[src/rtl/serial_argmax_if.sv]
// Handshake bundle for serial_argmax: sample stream in, frame result out.
interface serial_argmax_if #(
  parameter int WIDTH     = 4,
  parameter int IDX_WIDTH = 4
) ();
  logic [WIDTH-1:0]   in;
  logic               in_valid;
  logic               in_last;
  logic               in_ready;
  logic               out_valid;
  logic               out_ready;
  logic [WIDTH-1:0]   max;
  logic [IDX_WIDTH-1:0] argmax;
  logic [IDX_WIDTH:0] count;
  logic               trunc;

  // Upstream/downstream side (drives samples, consumes results).
  modport master (
    output in, in_valid, in_last, out_ready,
    input  in_ready, out_valid, max, argmax, count, trunc
  );

  // The argmax block itself.
  modport slave (
    input  in, in_valid, in_last, out_ready,
    output in_ready, out_valid, max, argmax, count, trunc
  );
endinterface

[src/rtl/serial_argmax.sv]
// Streaming signed argmax: tracks the running maximum of a frame of samples,
// the index of its first occurrence and the frame length, then presents the
// result until the downstream takes it.
module serial_argmax #(
  parameter int WIDTH     = 4,
  parameter int IDX_WIDTH = 4
) (
  input logic            clk,
  input logic            rst,
  serial_argmax_if.slave bus
);

  typedef enum logic [1:0] {IDLE, ACCUM, HOLD} state_t;

  localparam logic [IDX_WIDTH-1:0] LAST_IDX = '1;
  localparam logic [IDX_WIDTH:0]   CNT_ONE  = (IDX_WIDTH+1)'(1);
  localparam logic [WIDTH-1:0]     MIN_VAL  = {1'b1, {(WIDTH-1){1'b0}}};

  state_t                    state_q, state_d;
  logic signed [WIDTH-1:0]   max_q, max_d;
  logic [IDX_WIDTH-1:0]      argmax_q, argmax_d;
  logic [IDX_WIDTH:0]        count_q, count_d;
  logic                      trunc_q, trunc_d;

  logic                      accept;
  logic                      close;
  logic [IDX_WIDTH-1:0]      cur_idx;
  logic signed [WIDTH-1:0]   in_s;

  assign in_s          = $signed(bus.in);
  assign bus.in_ready  = (state_q != HOLD);
  assign bus.out_valid = (state_q == HOLD);
  assign bus.max       = max_q;
  assign bus.argmax    = argmax_q;
  assign bus.count     = count_q;
  assign bus.trunc     = trunc_q;

  // Next-state and datapath update; the index of the incoming sample is the
  // number of samples already accepted in this frame (zero when idle).
  always_comb begin
    state_d  = state_q;
    max_d    = max_q;
    argmax_d = argmax_q;
    count_d  = count_q;
    trunc_d  = trunc_q;
    accept   = bus.in_valid && (state_q != HOLD);
    cur_idx  = (state_q == IDLE) ? '0 : count_q[IDX_WIDTH-1:0];
    close    = bus.in_last || (cur_idx == LAST_IDX);
    case (state_q)
      IDLE: begin
        if (accept) begin
          max_d    = in_s;
          argmax_d = '0;
          count_d  = CNT_ONE;
          trunc_d  = close && !bus.in_last;
          state_d  = close ? HOLD : ACCUM;
        end
      end
      ACCUM: begin
        if (accept) begin
          // Strict compare: ties keep the earlier index.
          if (in_s > max_q) begin
            max_d    = in_s;
            argmax_d = cur_idx;
          end
          count_d = count_q + CNT_ONE;
          trunc_d = close && !bus.in_last;
          if (close) state_d = HOLD;
        end
      end
      HOLD: begin
        if (bus.out_ready) state_d = IDLE;
      end
      default: state_d = IDLE;
    endcase
  end

  // State and result registers with synchronous active-low reset.
  always_ff @(posedge clk) begin
    if (!rst) begin
      state_q  <= IDLE;
      max_q    <= MIN_VAL;
      argmax_q <= '0;
      count_q  <= '0;
      trunc_q  <= 1'b0;
    end else begin
      state_q  <= state_d;
      max_q    <= max_d;
      argmax_q <= argmax_d;
      count_q  <= count_d;
      trunc_q  <= trunc_d;
    end
  end

endmodule

[src/flat_wrapper.sv]
// flat-port wrapper written by rule: the top's interface ports become plain ports
module serial_argmax_flat 
#(
  parameter int WIDTH     = 4,
  parameter int IDX_WIDTH = 4
)
  (clk, rst, bus_in, bus_in_valid, bus_in_last, bus_out_ready, bus_in_ready, bus_out_valid, bus_max, bus_argmax, bus_count, bus_trunc);
  serial_argmax_if #(.WIDTH(WIDTH), .IDX_WIDTH(IDX_WIDTH)) bus_i ();
  input logic clk;
  input logic rst;
  input wire logic [$bits(bus_i.in)-1:0] bus_in;
  input wire logic [$bits(bus_i.in_valid)-1:0] bus_in_valid;
  input wire logic [$bits(bus_i.in_last)-1:0] bus_in_last;
  input wire logic [$bits(bus_i.out_ready)-1:0] bus_out_ready;
  output wire logic [$bits(bus_i.in_ready)-1:0] bus_in_ready;
  output wire logic [$bits(bus_i.out_valid)-1:0] bus_out_valid;
  output wire logic [$bits(bus_i.max)-1:0] bus_max;
  output wire logic [$bits(bus_i.argmax)-1:0] bus_argmax;
  output wire logic [$bits(bus_i.count)-1:0] bus_count;
  output wire logic [$bits(bus_i.trunc)-1:0] bus_trunc;
  assign bus_i.in = bus_in;
  assign bus_i.in_valid = bus_in_valid;
  assign bus_i.in_last = bus_in_last;
  assign bus_i.out_ready = bus_out_ready;
  assign bus_in_ready = bus_i.in_ready;
  assign bus_out_valid = bus_i.out_valid;
  assign bus_max = bus_i.max;
  assign bus_argmax = bus_i.argmax;
  assign bus_count = bus_i.count;
  assign bus_trunc = bus_i.trunc;
  serial_argmax #(.WIDTH(WIDTH), .IDX_WIDTH(IDX_WIDTH)) u_core (.clk(clk), .rst(rst), .bus(bus_i));
endmodule
[config.mk]
export PLATFORM = sky130hd
export DESIGN_NAME = serial_argmax_flat
export DESIGN_NICKNAME = d
export VERILOG_FILES = /design/src/rtl/serial_argmax_if.sv /design/src/rtl/serial_argmax.sv /design/src/flat_wrapper.sv
export SDC_FILE = /design/constraint.sdc
export NUM_CORES = 1
export LEC_CHECK = 0
export ABC_AREA = 1
export CELL_PAD_IN_SITES_DETAIL_PLACEMENT = 1
export CELL_PAD_IN_SITES_GLOBAL_PLACEMENT = 2
export CORE_UTILIZATION = 25
export DETAILED_ROUTE_END_ITERATION = 7
export GPL_ROUTABILITY_DRIVEN = 0
export PLACE_DENSITY = 0.84
export SLEW_MARGIN = 20
export SYNTH_ARGS = -nofsm -noshare
export SYNTH_HDL_FRONTEND = slang
export SYNTH_SLANG_ARGS = --single-unit
[constraint.sdc]
create_clock -name clk -period 4.03 [get_ports clk]
set_input_delay 0.403 -clock clk [delete_from_list [all_inputs] [get_ports clk]]
set_output_delay 0.403 -clock clk [all_outputs]
set_load 0.01 [all_outputs]
# Word-level counts from Yosys, hierarchy flattened
# Cells that the tools add are included.
dict set report totals {
  register_bits 16
  memories 0
  mem_bits_rw 0
  romBits 0
  output_inout_bits 16
  latchBits 0
}
dict set report op_classes {
  div 0
  shift 0
  mux 18
  n_reduce_logical 11
  multipliers 0
  n_addsub 1
  bitwise_logic 0
  order_cmp 1
  n_eq_ne 9
}
# operator n
set ops {}
lappend ops {{two-way mux 4 bit} 7}
lappend ops {{one-hot mux 4 bit (2 select lines)} 2}
lappend ops {{two-way mux 2 bit} 5}
lappend ops {{two-way mux 5 bit} 2}
lappend ops {{one-hot mux 5 bit (2 select lines)} 1}
lappend ops {{!= test 2 x 1 -> 1 bit (second input constant)} 4}
lappend ops {{AND reduction 4 bit} 2}
lappend ops {{one-hot mux 2 bit (3 select lines)} 1}
lappend ops {{adder 5 x 1 -> 5 bit (second input constant)} 1}
lappend ops {{== test 4 bit (second input constant)} 1}
lappend ops {{> comparator 4 bit} 1}
lappend ops {{!= test 2 bit (second input constant)} 2}
lappend ops {{AND reduction 3 bit} 1}
lappend ops {{== test 2 x 1 -> 1 bit (second input constant)} 1}
lappend ops {{== test 2 bit (second input constant)} 1}
lappend ops {{logical AND 1 bit} 2}
lappend ops {{logical NOT 2 bit} 1}
lappend ops {{AND reduction 2 bit} 1}
lappend ops {{nonzero test 2 bit} 1}
lappend ops {{OR reduction 2 bit} 1}
lappend ops {{logical NOT 1 bit} 1}
lappend ops {{logical OR 1 bit} 1}

# Depth between registers and ports, before layout
dict set report logic_depth {
  ltp_word 7
  ltp_mapped 13
  depth_no_buf 13
}

# Worst setup path after synthesis
# No wires, ideal clock.
dict set report synth_timing {
  path_type {flip-flop to flip-flop}
  from {reg u_core.max_q[3], in the netlist u_core.bus.max[3]}
  to {reg u_core.max_q[0], in the netlist u_core.bus.max[0]}
  stages_incl_launch_ff 12
  slack_ns 2.483
  n_path_buf 1
  t_required_ns 3.915
  t_arrival_ns 1.432
  period_less_slack_ns 1.547
  setup_ns 0.115
  path_cell_list {dfxtp_1 inv_1 ha_1 nand2_1 nor2_1 nor2_1 nand2_1 nand2_1 buf_2 nand3_1 nand2_1 nor2_1}
}
dict set report synth_via {
  elab_chain_cells 3
}
# item line_no
set synth_lines {}
lappend synth_lines {{start, declared} serial_argmax.sv:20} ;# logic signed [WIDTH-1:0] max_q, max_d;
lappend synth_lines {{start signal, assigned} serial_argmax.sv:88} ;# max_q <= max_d;
lappend synth_lines {{> comparator 4 bit} serial_argmax.sv:62} ;# if (in_s > max_q) begin
lappend synth_lines {{!= test 2 x 1 -> 1 bit (no line)} n/a}
lappend synth_lines {{AND reduction 4 bit (no line)} n/a}
# Every way passes these cells.
# A chain may end at the register's enable or synchronous reset.

# Final worst setup path
dict set report layout_timing {
  from {in bus_in[3]}
  to {reg u_core.argmax_q[2], in the netlist u_core.bus.argmax[2]}
}
dict set report layout_via {
  elab_chain_cells 3
}
# item line_no
set layout_lines {}
lappend layout_lines {{start, declared} flat_wrapper.sv:11} ;# input wire logic [$bits(bus_i.in)-1:0] bus_in;
lappend layout_lines {{> comparator 4 bit} serial_argmax.sv:62}
lappend layout_lines {{!= test 2 x 1 -> 1 bit (no line)} n/a}
lappend layout_lines {{AND reduction 4 bit (no line)} n/a}
lappend layout_lines {{end signal, assigned} serial_argmax.sv:89} ;# argmax_q <= argmax_d;
lappend layout_lines {{end, declared} serial_argmax.sv:21} ;# logic [IDX_WIDTH-1:0] argmax_q, argmax_d;
# Every way passes these cells.

==> metrics.txt <==
worst-skew pair later-pin latency around 280 ps; final setup TNS 0 ps; vias per inst about 4.5; die area roughly 0.0037 mm²; Peak supply drop about 0.00011 V; Final ANT Viol Nets 0; CP max stage cell clkdlybuf4s50_1; Chip Height slightly above 60 µm; die width 60.94 µm; critical path arrival about 2200 ps; run status finished clean; Ys Warns 0; Slew Viols, Final 0; initial core utilization 0.2602; min Tclk post-route between 1500 and 2000 ps; Crit path top cell by count nand2_1; flop2flop setup slack about 2200 ps; synthesis-to-layout area growth 36.89%; clk buf depth 2; Syn Inst Count 133; post-CTS setup buffers 0; Clock Sinks 16; H-Tree Depth 1; Netlist cell types 19; layout cells sized above 1 0.04430; Post-route DRC 0; Port-buffer cells 24; top cell type's share of synthesized area 0.3689; first-pass GRT wire length a little under 4 mm; crit path capture u_core.bus.argmax[2]; wire per inst 11.39 µm; Final nets 173; Crit path largest cell delay about 430 ps; Root Buffer clkbuf_4; clock skew after layout between 3 and 4 ps; CTS tree done; I/O pin count 25; critical path launch point bus_in[3]; vias in the first global route around 900; FF-to-FF End u_core.bus.argmax[2]; # rows 21; largest net degree at the start of global routing 21; Iter 0 DRT Violations 16; maxcap violations 0; Min Hold Slack approximately 480 ps; Worst Max-Slew Pin Slew approximately 440 ps; dpl hpwl between 1.5 and 2 mm; Reg2Reg Depth 11; Min-Delay Path Class flop to flop; Synth Net Count between 100 and 150; core area approximately 0.0033 mm²; antenna diode count 0; hold_buf cts 0; CP cell instances clkdlybuf4s50_1 -> ha_1 -> nand2_1 -> inv_1 -> nand2_1 -> nand2_1 -> nand2_1 -> nand2_1 -> nand2_1 -> nand2_1 -> nand2_1 -> nor2_1; final WL between 2 and 2.5 mm; most frequent cells in the layout 32 x nand2_1, 24 x clkdlybuf4s50_1, 22 x nor2_1; design area 0.001189 mm²; Rel. slew slack 0.7046; Pleak 0.0005287 µW; Final Hold Viols 0; TritonCTS Buffers 3; hold depth 2; fmax 516.3 MHz; Synth area leaders dfxtp_1 37%, nand2_1 14%, nor2_1 9.5%; crit-path max FO 14; post-cts resize count 0; area leader, netlist dfxtp_1; crit end category flop; crit start category input pin; total congestion overflow 0; RSZ-0062 raised after global routing false; Placed Area ~0.0012 mm²; reg-to-reg critical path startpoint u_core.bus.max[3]; antenna violations before repair 0; clock-pin slew on the worst setup and hold paths 100 ps; cell area power density about 320 mW/mm²; Seq cells post-synth 16; synthesized area per cell 6.529 µm²; gr usage total 0.1439; DR vias roughly 900; WS Path Type input pin to flop; # setup viols final 0; mapped cell area approximately 870 µm²; fin crit share 0.4806; Seq/Total Area, Yosys 0.3689; DRT Pass-1 Iters 2; Required @ worst endpoint roughly 4300 ps; commonest non-fill, non-tap cell in the layout nand2_1
logic make-up after synthesis:
logic type / count (synthesis) / share of synthesized area
simple gates: 73 / 0.3545
buf+inv: 24 / 0.1109
flops: 16 / 0.3689
compound gates: 14 / 0.08357
fa+ha+maj: 5 / 0.07205
xor+xnor: 1 / 0.01009
power by group:
part           total [µW]  internal, µW  switching (µW)  leakage (µW)
Combinational        93.4          44.8            48.6      0.000376
Sequential            178           168            9.81      0.000131
Clock                 109          54.9            53.6     0.0000210
Total                 380           268             112      0.000529
cell type report:
type,count,area [µm²]
well taps,46,57.56
repair buffers,25,247.7
multi-input cells,93,451.7
fillers,454,2148
inverters,20,75.07
flip-flops and latches,16,320.3
clock buffers,4,36.28
routing by layer:
layer	GRT usage	vias to the layer above	wire, µm
li1	-	465	-
met5	0	-	0
met3	0.01919	2	85
met4	0.03896	0	16
met2	0.2637	19	1150
met1	0.1757	422	1071
critical path: cells and delay by family:
kind	cells	cell delay, ps
fa+ha+maj	1	320
buf+inv	2	490
simple gates	9	950
worst min-delay path by stage:
stage / end / start
after floorplan: u_core.bus.trunc / u_core.bus.trunc
after global placement: u_core.bus.trunc / u_core.bus.trunc
after detailed placement: u_core.bus.trunc / u_core.bus.trunc
after CTS: u_core.bus.trunc / u_core.bus.trunc
after global routing: u_core.bus.trunc / u_core.bus.trunc
final: u_core.bus.trunc / u_core.bus.trunc
cell usage after synthesis:
| library cell | count |
|---|---|
| nand2_1 | 32 |
| a211oi_1 | 1 |
| inv_2 | 1 |
| ha_1 | 5 |
| clkbuf_1 | 1 |
| buf_2 | 2 |
| o21ai_0 | 3 |
| nand3_1 | 10 |
| inv_1 | 19 |
| dfxtp_1 | 16 |
| buf_4 | 1 |
| nor2_1 | 22 |
| nor3_1 | 3 |
| xnor2_1 | 1 |
| nand3b_1 | 2 |
| a21oi_1 | 10 |
| or2_0 | 1 |
| nand4_1 | 2 |
| nor2_2 | 1 |
sequential cells by signal (all words and copies together) (netlist names):
signal	flops
u_core.bus.max	4
u_core.bus.count	5
u_core.bus.argmax	4
u_core.bus.trunc	1
u_core.state_q	2
metrics by stage:
step / cells / total power, µW / util / worst slack (ps)
floorplan: 133 / 235.0 / - / 2483
global placement: 200 / 272.5 / 0.3453 / 1874
detailed placement: 200 / 277.3 / 0.3453 / 1788
CTS: 204 / 387.1 / 0.3562 / 2081
global route: 204 / 405.2 / 0.3562 / 1907
finish: 204 / 380.1 / 0.3562 / 2093
(Power assumes the default switching activity.)
